==> config.mk <==
export PLATFORM = sky130hd
export DESIGN_NAME = chimera_clu_iso_seq
export DESIGN_NICKNAME = d
export VERILOG_FILES = /design/src/rtl/chimera_clu_iso_seq.sv
export SDC_FILE = /design/constraint.sdc
export NUM_CORES = 1
export LEC_CHECK = 0
export ABC_CLOCK_PERIOD_IN_PS = 2200
export BUFFER_PORTS_ARGS = -buffer_cell sky130_fd_sc_hd__buf_4
export CAP_MARGIN = 15
export CORE_MARGIN = 1.5
export CORE_UTILIZATION = 50
export CTS_CLUSTER_DIAMETER = 100
export CTS_CLUSTER_SIZE = 40
export DETAILED_ROUTE_END_ITERATION = 6
export GPL_TIMING_DRIVEN = 0
export PLACE_DENSITY = 0.72
export SLEW_MARGIN = 15
export SYNTH_ARGS = -nofsm -noshare
export SYNTH_HDL_FRONTEND = slang
export SYNTH_SLANG_ARGS = --single-unit
==> constraint.sdc <==
create_clock -name clk_i -period 2.2 [get_ports clk_i]
set_input_delay 0.33 -clock clk_i [delete_from_list [all_inputs] [get_ports clk_i]]
set_output_delay 0.33 -clock clk_i [all_outputs]
set_load 0.005 [all_outputs]
==> src/rtl/chimera_clu_iso_seq.sv <==
// Per-cluster isolation and clock-gating sequencer.
// Each cluster runs its own FSM. The FSM drains the cluster's AXI isolation
// ports, waits for them to report isolated, and then gates the cluster clock.
// On wake-up it restores the clock first and releases isolation afterwards.
module chimera_clu_iso_seq #(
  parameter int unsigned NumClusters   = 5,
  parameter int unsigned NumPorts      = 4,
  parameter int unsigned TimeoutCycles = 1024,
  parameter int unsigned GateDelay     = 4,
  parameter int unsigned WakeDelay     = 8
) (
  input  logic                            clk_i,
  input  logic                            rst_i,
  input  logic [NumClusters-1:0]          iso_req_i,
  input  logic [NumClusters*NumPorts-1:0] isolated_i,
  output logic [NumClusters*NumPorts-1:0] isolate_o,
  output logic [NumClusters-1:0]          clk_en_o,
  output logic [NumClusters-1:0]          iso_done_o,
  output logic [NumClusters-1:0]          timeout_o,
  input  logic [NumClusters-1:0]          timeout_clr_i,
  output logic [3*NumClusters-1:0]        state_o
);

  localparam int unsigned MaxTg    = (TimeoutCycles > GateDelay) ? TimeoutCycles : GateDelay;
  localparam int unsigned MaxDelay = (MaxTg > WakeDelay) ? MaxTg : WakeDelay;
  localparam int unsigned CntWidth = $clog2(MaxDelay + 1);

  localparam logic [CntWidth-1:0] TimeoutLast = CntWidth'(TimeoutCycles - 1);
  localparam logic [CntWidth-1:0] GateLast    = CntWidth'(GateDelay - 1);
  localparam logic [CntWidth-1:0] WakeLast    = CntWidth'(WakeDelay - 1);

  typedef enum logic [2:0] {
    ACTIVE   = 3'd0,
    DRAIN    = 3'd1,
    ISOLATED = 3'd2,
    GATED    = 3'd3,
    WAKE     = 3'd4,
    RELEASE  = 3'd5
  } state_e;

  for (genvar c = 0; c < NumClusters; c++) begin : g_cluster
    state_e                state_q, state_d;
    logic [CntWidth-1:0]   cnt_q;
    logic                  to_set;
    logic                  all_iso, none_iso;
    logic                  isolate_q, clk_en_q, iso_done_q, timeout_q;

    assign all_iso  = &isolated_i[c*NumPorts +: NumPorts];
    assign none_iso = ~|isolated_i[c*NumPorts +: NumPorts];

    // Next-state selection; inside DRAIN, completion beats abort, and abort beats timeout.
    always_comb begin
      state_d = state_q;
      to_set  = 1'b0;
      unique case (state_q)
        ACTIVE:   if (iso_req_i[c]) state_d = DRAIN;
        DRAIN: begin
          if (all_iso) begin
            state_d = ISOLATED;
          end else if (!iso_req_i[c]) begin
            state_d = RELEASE;
          end else if ((TimeoutCycles != 0) && (cnt_q == TimeoutLast)) begin
            state_d = RELEASE;
            to_set  = 1'b1;
          end
        end
        ISOLATED: begin
          if (!iso_req_i[c]) begin
            state_d = RELEASE;
          end else if (cnt_q == GateLast) begin
            state_d = GATED;
          end
        end
        GATED:    if (!iso_req_i[c]) state_d = WAKE;
        WAKE:     if (cnt_q == WakeLast) state_d = RELEASE;
        RELEASE:  if (none_iso) state_d = ACTIVE;
        default:  state_d = ACTIVE;
      endcase
    end

    // State, dwell counter and registered outputs.
    // Outputs are decoded from the next state, so each one changes on the same edge as the state.
    always_ff @(posedge clk_i) begin
      if (rst_i) begin
        state_q    <= ACTIVE;
        cnt_q      <= '0;
        isolate_q  <= 1'b0;
        clk_en_q   <= 1'b1;
        iso_done_q <= 1'b0;
        timeout_q  <= 1'b0;
      end else begin
        state_q <= state_d;
        if (state_d != state_q) begin
          cnt_q <= '0;
        end else if (state_q inside {DRAIN, ISOLATED, WAKE}) begin
          cnt_q <= cnt_q + CntWidth'(1);
        end
        isolate_q  <= state_d inside {DRAIN, ISOLATED, GATED, WAKE};
        clk_en_q   <= (state_d != GATED);
        iso_done_q <= state_d inside {ISOLATED, GATED};
        timeout_q  <= to_set | (timeout_q & ~timeout_clr_i[c]);
      end
    end

    assign isolate_o[c*NumPorts +: NumPorts] = {NumPorts{isolate_q}};
    assign clk_en_o[c]                       = clk_en_q;
    assign iso_done_o[c]                     = iso_done_q;
    assign timeout_o[c]                      = timeout_q;
    assign state_o[3*c +: 3]                 = state_q;
  end

endmodule

==> flow_summary.yaml, run 1 <==
die:
  die_w_um: 104
  start_util: 0.520
  num_rows: 36
  fp.dieArea_mm2: 0.0109
  die_h_um: 104
  coreArea_mm2: 0.00986
  io_pins: 82
critical_path:
  worstPathArrival_ps: 2370
  r2r_end: "g_cluster[1].cnt_q[4]$_SDFFE_PP0P_"
  cp_cell_sequence: "ha_1 -> nand4b_1 -> or4_4 -> a211oi_4 -> or3_4 -> buf_12 -> nor2_2"
  path_buf_inv: 1
  crit_family: "simple AND/OR/NAND/NOR gates"
  crit_path_end_kind: "register"
  required_ps: 2460
  max_stage_delay_ps: 460
  startpoint_type: "register"
  crit_slowest_cell: "or4_4"
  worstSetupPathType: "register to register"
  r2r_cells: 7
  path_max_fanout: 10
  r2r_slack_ps: 90
  r2r-start: "g_cluster[1].cnt_q[0]$_SDFFE_PP0P_"
clocking:
  cts_max_level: 3
  clk_pin_slew_worst_paths_ps: 90
  clockBufferDepth: 2
  cts_sinks: 90
  numCtsBuffers: 9
  root_buffer: "clkbuf_8"
  clk_latency_ps: 360
  cts_tree: "built"
power_and_ir_drop:
  p_clk_frac: 0.350
  p_leak_nw: 2.45
  total_power_mw: 3.96
  power.sequential.fraction: 0.439
  switching_power_mw: 1.06
  worst_ir_drop_vdd_uv: 391
  powerDensity_mw_per_mm2: 640
  swShare: 0.268
  power_frac_comb: 0.211
  intPower_mw: 2.90
run:
  cap_violations: 0
status:
  status: "completed"
grt:
  grt_max_degree: 16
  grt_pass1_vias: 4293
  grt_pass1_wl_um: 19900
  grt_overflow_total: 0
  antenna_found_initial: 0
  track_usage: 0.219
final_layout:
  multi_input_area_mm2: 0.00283
  fillers: 834
  area_growth_pct: 20.7
  drive_gt1_frac: 0.255
  regArea_mm2: 0.00180
  finalNetCount: 733
  diodes: 0
worst_hold_path:
  hold_path_end: "g_cluster[2].timeout_q$_SDFF_PP0_"
  hp-class: "primary input to register"
  holdPathStages: 3
  min-delay-start: "timeout_clr_i[2]"
synth:
  synth_fp_nets: 640
  synth_area_mm2: 0.00513
  synth_edf_count: 0
  yosysUniqueCellTypes: 70
  synth_cells: 601
  synth_seq_cells: 90
  ys_warn_count: 0
  synth-async-reset-ratio: 0
  synth-main-ff-cell: "dfxtp_1"
  ys_seq_area_frac: 0.351
  syn_avg_cell_area_um2: 8.54
routing:
  drc_errors: 0
  num_vias: 4572
  drt_iter0_drc: 211
  finalWirelength_um: 11700
  via_per_inst: 5.50
  post_drt_wl_per_cell_um: 14.0
  firstDrtPassIters: 4
  ant_nets: 0
timing:
  hold_viol: 0
  worst_clock_skew_ps: 6.31
  fmax_mhz: 474
  fin_crit_sh: 0.958
  finalSetupTns_ps: 0
  rsz0062_at_grt: "yes"
  slew_headroom: 0.554
  period_minus_slack_ps: 2110
  slew_viol_final: 0
  worst_pin_slew_ps: 663
  finalSetupViolCount: 0
placement:
  place.gp.congestion: 0.870
  dpl.hpwl_um: 8530
  io_buffers: 81
## placed cells by master, fill, tap and decap left out, drive strengths merged, types with 3 or more instances in the layout
cell     netlist  final
o21a           7      7
and4           4      4
a21oi         20     20
xnor2         26     26
mux2i          8      8
o2111ai        7      7
nor4          14     14
nand2         22     22
nor4b          5      5
clkbuf        12     21
nor2b         17     17
inv           23     23
nor2          77     77
and2           4      4
a211oi        18     18
o211ai         7      7
nand2b         6      6
nand3         10     10
buf           54    137
ha             7      7
and3           7      7
o21ai         13     13
nand4         28     28
a221o          3      3
a21o           6      6
bufinv         0      3
dfxtp         90     90
a211o          6      6
or4            7      7
xor2          30     30
nor3          20     20
nor3b          3      3
or3            6      6
## kinds of logic after synthesis
group,Yosys count,synth area share
muxes,8,0.0156
and+or+nand+nor,244,0.266
buffers and inverters,89,0.101
xor gates and xnor gates,56,0.0956
AOI/OAI and AO/OA,107,0.153
DFF,90,0.351
adders and majority gates,7,0.0171
## synth_stat cells, drive strengths merged, types with 5 or more instances
cell | instances | area (µm²)
dfxtp | 90 | 1800
nor2 | 77 | 314
buf | 54 | 389
xor2 | 30 | 263
nand4 | 28 | 181
xnor2 | 26 | 228
inv | 23 | 86.3
nand2 | 22 | 82.6
a21oi | 20 | 100
nor3 | 20 | 100
a211oi | 18 | 148
nor2b | 17 | 106
nor4 | 14 | 93.8
o21ai | 13 | 65.1
clkbuf | 12 | 45.0
nand3 | 10 | 50.1
mux2i | 8 | 80.1
and3 | 7 | 43.8
ha | 7 | 87.6
o2111ai | 7 | 61.3
o211ai | 7 | 52.6
o21a | 7 | 52.6
or4 | 7 | 63.8
a211o | 6 | 53.8
a21o | 6 | 45.0
nand2b | 6 | 37.5
or3 | 6 | 42.5
nor4b | 5 | 43.8
## worst min-delay path, delay by kind of cell
kind / cells / cell delay, ps
and+or+nand+nor: 1 / 30
AOI/OAI and AO/OA: 1 / 110
buffers and inverters: 1 / 80
## registers in the layout, indices dropped and copies added (netlist names)
signal                cells
g_cluster.isolate_q       5
g_cluster.timeout_q       5
g_cluster.state_q        15
g_cluster.clk_en_q        5
g_cluster.iso_done_q      5
g_cluster.cnt_q          55
## power by group through the flow
stage	Clock (mW)	Combinational, mW	Sequential (mW)
final	1.39	0.835	1.74
after global routing	1.48	0.914	1.75
after CTS	1.42	0.819	1.74
after detailed placement	0	0.814	1.78
after global placement	0	0.795	1.77
after floorplan	0	0.537	1.76
## per-layer routing
| layer | vias to the layer above | track usage | routed length, µm |
|---|---|---|---|
| met5 | - | 0 | 0 |
| li1 | 2304 | - | - |
| met4 | 0 | 0.0605 | 169 |
| met1 | 2158 | 0.291 | 5470 |
| met2 | 94 | 0.359 | 5510 |
| met3 | 16 | 0.0451 | 538 |
## layout make-up
| cell class | instances | share of cell area |
|---|---|---|
| tap | 133 | 0.0269 |
| clock buffer | 10 | 0.0222 |
| timing repair buffer | 82 | 0.0994 |
| buffer | 66 | 0.0713 |
| multi-input combinational | 422 | 0.457 |
| clock inverter | 6 | 0.0184 |
| sequential | 90 | 0.291 |
| inverter | 23 | 0.0139 |
## what timing repair did
item	in CTS	in global routing
buffers inserted	0	1
hold buffers	0	0
endpoints found under the setup margin	8	32
pin swaps	0	2
gates resized for setup	1	8
cloned	0	0
## how the worst max path moves through the flow
stage	start	end	slack (ps)	cells after the start
2_1_floorplan	g_cluster[4].cnt_q[0]$_SDFFE_PP0P_	g_cluster[4].cnt_q[10]$_SDFFE_PP0P_	280	7
3_3_place_gp	g_cluster[4].cnt_q[0]$_SDFFE_PP0P_	g_cluster[4].cnt_q[6]$_SDFFE_PP0P_	50	7
3_5_place_dp	g_cluster[0].cnt_q[0]$_SDFFE_PP0P_	g_cluster[0].cnt_q[0]$_SDFFE_PP0P_	-3	7
4_1_cts	g_cluster[4].cnt_q[0]$_SDFFE_PP0P_	g_cluster[4].cnt_q[4]$_SDFFE_PP0P_	2	7
5_1_grt	g_cluster[4].cnt_q[1]$_SDFFE_PP0P_	g_cluster[4].isolate_q$_SDFF_PP0_	-10	6
6_report	g_cluster[1].cnt_q[0]$_SDFFE_PP0P_	g_cluster[1].cnt_q[4]$_SDFFE_PP0P_	90	7
## metrics by stage
stage / std cells / hold WS, ps / setup slack (ps) / cell area [µm²] / utilization
2_1_floorplan: 601 / 458 / 280 / 5130 / -
3_3_place_gp: 815 / 476 / 54.2 / 5910 / 0.599
3_5_place_dp: 815 / 493 / -3.08 / 5910 / 0.599
4_1_cts: 831 / 204 / 1.94 / 6160 / 0.624
5_1_grt: 832 / 220 / -14.9 / 6190 / 0.628
6_report: 832 / 230 / 91.8 / 6190 / 0.628
Note: power is estimated with default switching activity, not from simulation.
==> inputs of run 2 (changes only) <==
PLACE_DENSITY = 0.7   (was 0.72)
==> run 2 against run 1 <==
Count of clock-buffer cells in the layout is 3 higher. Total power down 9.7%. Sequential power is essentially flat. Fmax is 0.44% higher. Clock power down 28%. Sequential share of layout area increased by 0.42 points. Via count rose by 0.17%. Largest cell class unchanged. Die area unchanged. Flip-flop and latch count unchanged. Critical endpoint is now g_cluster[1].cnt_q[3]$_SDFFE_PP0P_. Highest routed layer unchanged. Largest power group unchanged. Combinational power is essentially flat. Design area decreased by 1.4%. Non-clock buffer count unchanged.
==> flow_summary.yaml, run 2 (synthesized netlist as in run 1, its figures left out) <==
status:
  status: "completed"
timing:
  slew_headroom: 0.532
  finalSetupViolCount: 0
  finalSetupTns_ps: 0
  hold_viol: 0
  rsz0062_at_grt: "no"
  fmax_mhz: 476
  worst_pin_slew_ps: 695
  worst_clock_skew_ps: 5.60
  slew_viol_final: 0
  period_minus_slack_ps: 2100
  setup_slack_ps: 101
  fin_crit_sh: 0.954
die:
  io_pins: 82
  fp.dieArea_mm2: 0.0109
  die_w_um: 104
  start_util: 0.520
  num_rows: 36
  die_h_um: 104
  coreArea_mm2: 0.00986
placement:
  io_buffers: 81
  post-place-ws_ps: -15.3
  place.gp.congestion: 0.897
  placed_cell_area_mm2: 0.00591
  dpl.hpwl_um: 8350
final_layout:
  final_cell_mix: "119 x buf_4, 88 x dfxtp_1, 67 x nor2_1, 30 x xor2_1, 27 x nand4_1"
  finalNetCount: 733
  diodes: 0
  utilization: 0.619
  top_register: "g_cluster.cnt_q"
  final_common_cell: "buf_4"
  postLayoutCellArea_mm2: 0.00611
  area_growth_pct: 19.1
  largestRegisters: "g_cluster.cnt_q (55), g_cluster.state_q (15)"
  largest_reg_flops: 55
  drive_gt1_frac: 0.252
critical_path:
  startpoint_type: "register"
  required_ps: 2450
  max_stage_delay_ps: 450
  crit_slowest_cell: "or4_4"
  crit_path_end_kind: "register"
  worstPathArrival_ps: 2350
  path_max_fanout: 10
  cp_cell_sequence: "ha_1 -> nand4b_1 -> or4_4 -> a211oi_4 -> or3_4 -> buf_12 -> nor2_2"
  worstSetupPathType: "register to register"
power_and_ir_drop:
  worst_ir_drop_vdd_uv: 361
  p_leak_nw: 2.42
  powerDensity_mw_per_mm2: 585
clocking:
  cts_sinks: 90
  root_buffer: "clkbuf_8"
  clk_pin_slew_worst_paths_ps: 80
  ctsHoldBuffers: 0
  clk_latency_ps: 350
  numCtsBuffers: 9
  clockBufferDepth: 2
  cts_max_level: 3
  cts_tree: "built"
routing:
  firstDrtPassIters: 4
  ant_nets: 0
  drt_iter0_drc: 213
  num_vias: 4580
  finalWirelength_um: 11500
  drc_errors: 0
  via_per_inst: 5.50
  post_drt_wl_per_cell_um: 13.8
grt:
  grt_pass1_wl_um: 19300
  track_usage: 0.212
  grt_pass1_vias: 4062
  grt_max_degree: 14
  antenna_found_initial: 0
  grt_overflow_total: 0
run:
  cap_violations: 0
worst_hold_path:
  hp-class: "primary input to register"
[run 2: cell count changes in the layout (fill, tap and decap cells not counted)]
cell | previous run | this run
clkinvlp_4 | 2 | 0
dfxtp_2 | 1 | 2
clkbuf_1 | 11 | 14
bufinv_16 | 3 | 0
clkbuf_4 | 0 | 1
clkinv_2 | 0 | 3
clkinv_4 | 1 | 0
dfxtp_1 | 89 | 88
buf_2 | 13 | 12
[run 2: repair_timing]
action	in CTS	in global routing
resized for setup	2	8
pin swaps	0	3
buffers inserted	0	1
endpoints found under the setup margin	20	32
[run 2: layer usage]
metal | GRT usage | wire, µm | share of wire
met1 | 0.296 | 5590 | 0.49
met2 | 0.326 | 5280 | 0.46
met3 | 0.0482 | 554 | 0.048
met4 | 0.0625 | 80 | 0.0070
met5 | 0 | 0 | 0
[run 2: final cells by class]
class                   instances  area (µm²)
plain buffers                  66         444
clock inverters                 3        15.0
multi-input cells             422        2830
clock buffers                  13         149
fillers                       889        3750
flip-flops and latches         90        1800
repair buffers                 82         616
inverters                      23        86.3
well taps                     133         166
[run 2: worst paths after layout]
kind,from,to,slack (ps),depth (start not counted)
setup / recovery,g_cluster[1].cnt_q[0]$_SDFFE_PP0P_,g_cluster[1].cnt_q[3]$_SDFFE_PP0P_,100,7
hold / removal,timeout_clr_i[2],g_cluster[2].timeout_q$_SDFF_PP0_,250,3
setup reg to reg,g_cluster[1].cnt_q[0]$_SDFFE_PP0P_,g_cluster[1].cnt_q[3]$_SDFFE_PP0P_,100,7
hold reg to reg,g_cluster[1].timeout_q$_SDFF_PP0_,g_cluster[1].timeout_q$_SDFF_PP0_,510,2
[run 2: report_power, final]
part / leakage [nW] / switching (mW) / internal, mW
Combinational: 1.60 / 0.406 / 0.431
Sequential: 0.730 / 0.0581 / 1.68
Clock: 0.0872 / 0.562 / 0.438
Total: 2.42 / 1.03 / 2.55
[run 2: per-stage QoR]
stage                     power, mW  cells  hold slack (ps)
after CTS                      3.60    831              237
after floorplan                2.30    601              458
after global placement         2.57    815              474
after detailed placement       2.59    815              486
final                          3.58    832              247
after global routing           3.76    832              231
[run 2: critical path: cells and delay by family (launching register included)]
| family | cells | cell delay, ps |
|---|---|---|
| DFF | 1 | 410 |
| buffers and inverters | 1 | 130 |
| adders and majority gates | 1 | 270 |
| and+or+nand+nor | 4 | 840 |
| AOI/OAI and AO/OA | 1 | 330 |
